### src/rtl/deser_loader.sv
// deser_loader: framed serial-to-parallel front end for a DATA_WIDTH-bit
// storage register. Bits are gathered into a shift register and the finished
// word is presented on Q with a one-cycle valid strobe V.
//
// Optional feature: define DESER_LOADER_PARITY_EN to add a trailing even-parity
// bit per frame (PAR state, PERR reported alongside V). Without the macro there
// is no PAR state and PERR is constant 0.
//
// Handshake: a bit is transferred on every rising edge of C where E=1; S=1 on
// such an edge marks that bit as frame bit 0 (restarting any frame in
// progress). V is a one-cycle strobe with no backpressure: the downstream
// register must load Q whenever V=1. B reports a partially received frame.
module deser_loader #(
  parameter int unsigned           DATA_WIDTH = 4,
  parameter logic [DATA_WIDTH-1:0] INIT_VAL   = '0,
  parameter bit                    MSB_FIRST  = 1'b1
) (
  input  logic                  C,
  input  logic                  R,
  input  logic                  S,
  input  logic                  E,
  input  logic                  D,
  output logic [DATA_WIDTH-1:0] Q,
  output logic                  V,
  output logic                  B,
  output logic                  PERR,
  output logic [1:0]            state_dbg
);

`ifdef DESER_LOADER_PARITY_EN
  typedef enum logic [1:0] {IDLE = 2'd0, SHIFT = 2'd1, PAR = 2'd2} state_t;
`else
  typedef enum logic [1:0] {IDLE = 2'd0, SHIFT = 2'd1} state_t;
`endif

  localparam logic [5:0] CNT_FULL = 6'(DATA_WIDTH);

  state_t                  state_q, state_d;
  logic [5:0]              cnt_q, cnt_d;
  logic [DATA_WIDTH-1:0]   sh_q, sh_d;
  logic [DATA_WIDTH-1:0]   q_q, q_d;
  logic                    v_q, v_d;
  logic                    b_q, b_d;
  logic                    perr_q, perr_d;

  // Bit accepted this edge, the word it produces and the resulting bit count.
  logic                    accept;
  logic [DATA_WIDTH-1:0]   word_n;
  logic [5:0]              cnt_n;

  // Insert one serial bit according to the configured bit order.
  function automatic logic [DATA_WIDTH-1:0] shift_in(input logic [DATA_WIDTH-1:0] w,
                                                     input logic b);
    logic [DATA_WIDTH-1:0] r;
    if (MSB_FIRST) begin
      r    = w << 1;
      r[0] = b;
    end else begin
      r                 = w >> 1;
      r[DATA_WIDTH-1]   = b;
    end
    return r;
  endfunction

  // Next-state and output logic: bit capture, abort/restart and completion.
  always_comb begin
    state_d = state_q;
    cnt_d   = cnt_q;
    sh_d    = sh_q;
    q_d     = q_q;
    v_d     = 1'b0;
    perr_d  = 1'b0;
    accept  = 1'b0;
    word_n  = '0;
    cnt_n   = '0;

    case (state_q)
      IDLE: begin
        if (E && S) begin
          accept = 1'b1;
          word_n = shift_in('0, D);
          cnt_n  = 6'd1;
        end
      end
      SHIFT: begin
        if (E) begin
          accept = 1'b1;
          if (S) begin
            // Restart: the partial word is dropped, D is the new bit 0.
            word_n = shift_in('0, D);
            cnt_n  = 6'd1;
          end else begin
            word_n = shift_in(sh_q, D);
            cnt_n  = cnt_q + 6'd1;
          end
        end
      end
`ifdef DESER_LOADER_PARITY_EN
      PAR: begin
        if (E) begin
          if (S) begin
            accept = 1'b1;
            word_n = shift_in('0, D);
            cnt_n  = 6'd1;
          end else begin
            // Parity bit: the word is delivered even when the check fails.
            q_d     = sh_q;
            v_d     = 1'b1;
            perr_d  = (^sh_q) ^ D;
            sh_d    = '0;
            cnt_d   = '0;
            state_d = IDLE;
          end
        end
      end
`endif
      default: begin
        state_d = IDLE;
        cnt_d   = '0;
        sh_d    = '0;
      end
    endcase

    if (accept) begin
      sh_d    = word_n;
      cnt_d   = cnt_n;
      state_d = SHIFT;
      if (cnt_n == CNT_FULL) begin
`ifdef DESER_LOADER_PARITY_EN
        state_d = PAR;
`else
        q_d     = word_n;
        v_d     = 1'b1;
        sh_d    = '0;
        cnt_d   = '0;
        state_d = IDLE;
`endif
      end
    end

    b_d = (state_d != IDLE);
  end

  // State and output registers with asynchronous reset.
  always_ff @(posedge C or posedge R) begin
    if (R) begin
      state_q <= IDLE;
      cnt_q   <= '0;
      sh_q    <= '0;
      q_q     <= INIT_VAL;
      v_q     <= 1'b0;
      b_q     <= 1'b0;
      perr_q  <= 1'b0;
    end else begin
      state_q <= state_d;
      cnt_q   <= cnt_d;
      sh_q    <= sh_d;
      q_q     <= q_d;
      v_q     <= v_d;
      b_q     <= b_d;
      perr_q  <= perr_d;
    end
  end

  assign Q         = q_q;
  assign V         = v_q;
  assign B         = b_q;
  assign PERR      = perr_q;
  assign state_dbg = state_q;

endmodule

### config.mk
export PLATFORM = sky130hd
export DESIGN_NAME = deser_loader
export DESIGN_NICKNAME = d
export VERILOG_FILES = /design/src/rtl/deser_loader.sv
export SDC_FILE = /design/constraint.sdc
export NUM_CORES = 1
export LEC_CHECK = 0
export BUFFER_PORTS_ARGS = -buffer_cell sky130_fd_sc_hd__buf_2
export CAP_MARGIN = 5
export CORE_MARGIN = 4
export CORE_UTILIZATION = 40
export DETAILED_ROUTE_END_ITERATION = 12
export GPL_TIMING_DRIVEN = 0
export PLACE_DENSITY_LB_ADDON = 0.08
export SLEW_MARGIN = 20
export SYNTH_ARGS = -nofsm -noshare
export SYNTH_HDL_FRONTEND = slang
export SYNTH_SLANG_ARGS = --single-unit
### constraint.sdc
create_clock -name C -period 1.8 [get_ports C]
set_input_delay 0.27 -clock C [delete_from_list [all_inputs] [get_ports C]]
set_output_delay 0.27 -clock C [all_outputs]
set_load 0.05 [all_outputs]
==> impl_metrics.yaml <==
critical_path:
  reg2reg_from: "cnt_q[0]"
  critPathArrivalTime_ns: 1.91
  r2r_setup_slack_ns: 0.07
  cp.required_ns: 1.98
  crit_slowest_cell: "dfrtp_2"
  cp_max_fo: 6
  crit_top_cell: "buf_6"
  reg2reg_to: "Q[2]"
  cp-start-kind: "flop"
  end_kind: "flop"
  worstSetupPathType: "flop to flop"
  max_stage_delay_ns: 0.47
  crit_chain: "buf_6 > a311oi_4 > a31oi_4 > nor3_4 > buf_6 > mux2_2"
  reg2reg_depth: 6
cts:
  clk_path_buf_depth: 2
  cts_sinks: 17
  clockRootBuffer: "clkbuf_4"
  cts_buffers: 3
  cts_tree: "yes"
  htreeDepth: 1
  clk_pin_slew_worst_paths_ns: 0.10
  ctsHoldBuffers: 0
  clk_latency_ns: 0.29
layout:
  area_growth_pct: 28.3
  final_nets: 106
  fin_util_pct: 54.6
  final_layout_size_suffix_gt1_share_pct: 43.4
  final_cells: 126
  antenna_cells: 0
  fill_cells: 190
  seq_area_um2: 430
  multiInputGateArea_um2: 423
  stdcell_area_mm2: 0.00107
logic_synthesis:
  syn_area_per_cell_um2: 11.1
  yosys_warnings: 0
  ys_ff_latch: 17
  netlist_instances: 75
  synth.top_cell.area_share_pct: 51.0
  yosys.area.top_type: "dfrtp_1"
  ys_dominant_reg_cell: "dfrtp_1"
  synthDistinctLibCells: 32
  synthTopCellsByArea: "dfrtp_1, mux2_2, o21ai_0"
  netlist_area_um2: 835
  synth_edf_count: 0
  async_reset_ff_share_pct: 100
  ys_seq_area_share_pct: 51.0
die:
  dieArea_mm2: 0.00288
  initial_core_util_pct: 42.5
  io_pins: 14
  core_mm2: 0.00196
  num_rows: 16
  die_w_um: 53.7
  fp.dieH_um: 53.7
power:
  seqPwrFrac_pct: 58.9
  p_sw_mw: 0.178
  ir_drop_mv: 0.441
  intPower_mw: 0.499
  combPwrFrac_pct: 11.5
  clockPowerShare_pct: 29.5
  p_leak_nw: 0.511
  p_per_area_mw_per_mm2: 632
  switching_share_pct: 26.2
sta:
  finalClockSkew_ns: 0.00660
  worstMarginPinSlew_ns: 0.640
  slew_headroom_pct: 57.3
  drv_slew: 0
  hold_viol: 0
  post-route-period-util_pct: 95.8
  hold_slack_ns: 0.0470
  fmax_ghz: 0.580
  setup_viol: 0
  fin_crit_ns: 1.73
  timing.final.ws_setup_ns: 0.0748
outcome:
  run_status: "completed"
worst_hold_path:
  hold_path.class: "input port to asynchronous set/reset pin"
grt:
  grt_max_degree: 18
  grt_pass1_wl_um: 2780
  grt_overflow_total: 0
  grt_pass1_vias: 620
  grt.total_usage_pct: 13.7
  grt_antenna_before_repair: 0
route:
  viasPerCell: 5.02
  routedWlPerCell_um: 12.9
  drtIter0Drc: 10
  drt_first_pass_iters: 4
  drc_errors: 0
  ant_nets: 0
  num_vias: 632
  routed_wl_um: 1630
placement:
  gp_congestion: 0.761
  hpwl_um: 1110
  dp_slack_ns: -0.143
  placed_area_um2: 935
  portBuffers: 12
  placedCellCount: 115
run:
  maxCapViolCount: 0
worst max-delay path, delay by kind of cell (launching register included):
kind	cells	cell delay [ns]
DFF	1	0.47
buffers and inverters	2	0.28
AOI/OAI and AO/OA	2	0.41
muxes	1	0.33
and+or+nand+nor	1	0.13
cell type report:
| cell class | count | share of cell area (%) |
|---|---|---|
| timing repair buffer | 19 | 11.2 |
| clock inverter | 1 | 0.467 |
| buffer | 4 | 1.99 |
| inverter | 4 | 1.40 |
| sequential | 17 | 40.2 |
| clock buffer | 3 | 2.10 |
| multi-input combinational | 51 | 39.5 |
| tap | 27 | 3.15 |
synthesized netlist by cell type, drive strengths merged, types with 2 or more instances:
| cell type | n |
|---|---|
| o31ai | 3 |
| mux2 | 4 |
| a22o | 2 |
| nand2 | 3 |
| dfrtp | 17 |
| o21ai | 6 |
| or2b | 2 |
| o21a | 2 |
| a31oi | 2 |
| nor2 | 3 |
| and3 | 2 |
| a21oi | 3 |
| clkbuf | 2 |
| nand3 | 5 |
| buf | 2 |
| inv | 4 |
per-layer routing:
| layer | track usage (%) | wire length (um) | vias up |
|---|---|---|---|
| met5 | 0 | 0 | - |
| met4 | 6.38 | 10 | 0 |
| met3 | 3.32 | 72 | 2 |
| met2 | 21.8 | 805 | 11 |
| met1 | 17.5 | 742 | 304 |
| li1 | - | - | 315 |
logic make-up after synthesis:
kind of cell	Yosys count	synth area share (%)
muxes	4	5.40
and+or+nand+nor	19	13.8
DFF	17	51.0
AOI/OAI and AO/OA	23	21.4
other	1	0.449
adders and majority gates	1	1.50
xor gates and xnor gates	2	2.10
buffers and inverters	8	4.35
through the flow:
step                      power (mW)  setup TNS, ns
after floorplan                0.450              0
after global placement         0.469         -0.527
after detailed placement       0.471         -0.563
after CTS                      0.690              0
after global routing           0.715        -0.0197
final                          0.677              0
layout by cell type (no fill, tap or decap), drive strengths merged, types with 2 or more instances in the layout:
cell    count
dfrtp      17
o31ai       3
inv         4
and3        2
o21a        2
buf        21
clkbuf      5
mux2        4
a21oi       3
nor2        3
nand3       5
conb        2
a31oi       2
o21ai       6
a22o        2
or2b        2
nand2       3
worst max-delay path by stage:
stage	from	end	depth (start not counted)
floorplan	cnt_q[0]	Q[0]	5
global placement	cnt_q[0]	Q[2]	5
detailed placement	cnt_q[0]	Q[2]	5
CTS	cnt_q[0]	Q[0]	5
global route	cnt_q[0]	Q[2]	6
finish	cnt_q[0]	Q[2]	6
flip-flops by register name, indices dropped and copies added, names as in the netlist:
register and cells:
state_dbg 2, B 1, sh_q 3, Q 4, cnt_q 6, V 1
timing repair:
action / in CTS / in global routing
endpoints found under the setup margin: 4 / 6
pin swaps: 3 / 3
gates resized for setup: 3 / 9
buffers inserted: 4 / 3
hold endpoints to repair: 0 / 0
power groups by stage:
| stage | sequential [mW] | clock [mW] | combinational (mW) |
|---|---|---|---|
| after floorplan | 0.419 | 0 | 0.0314 |
| after global placement | 0.406 | 0 | 0.0633 |
| after detailed placement | 0.406 | 0 | 0.0647 |
| after CTS | 0.397 | 0.217 | 0.0752 |
| after global routing | 0.400 | 0.228 | 0.0862 |
| final | 0.399 | 0.200 | 0.0780 |
No activity file was read; power rests on OpenSTA's default activity.
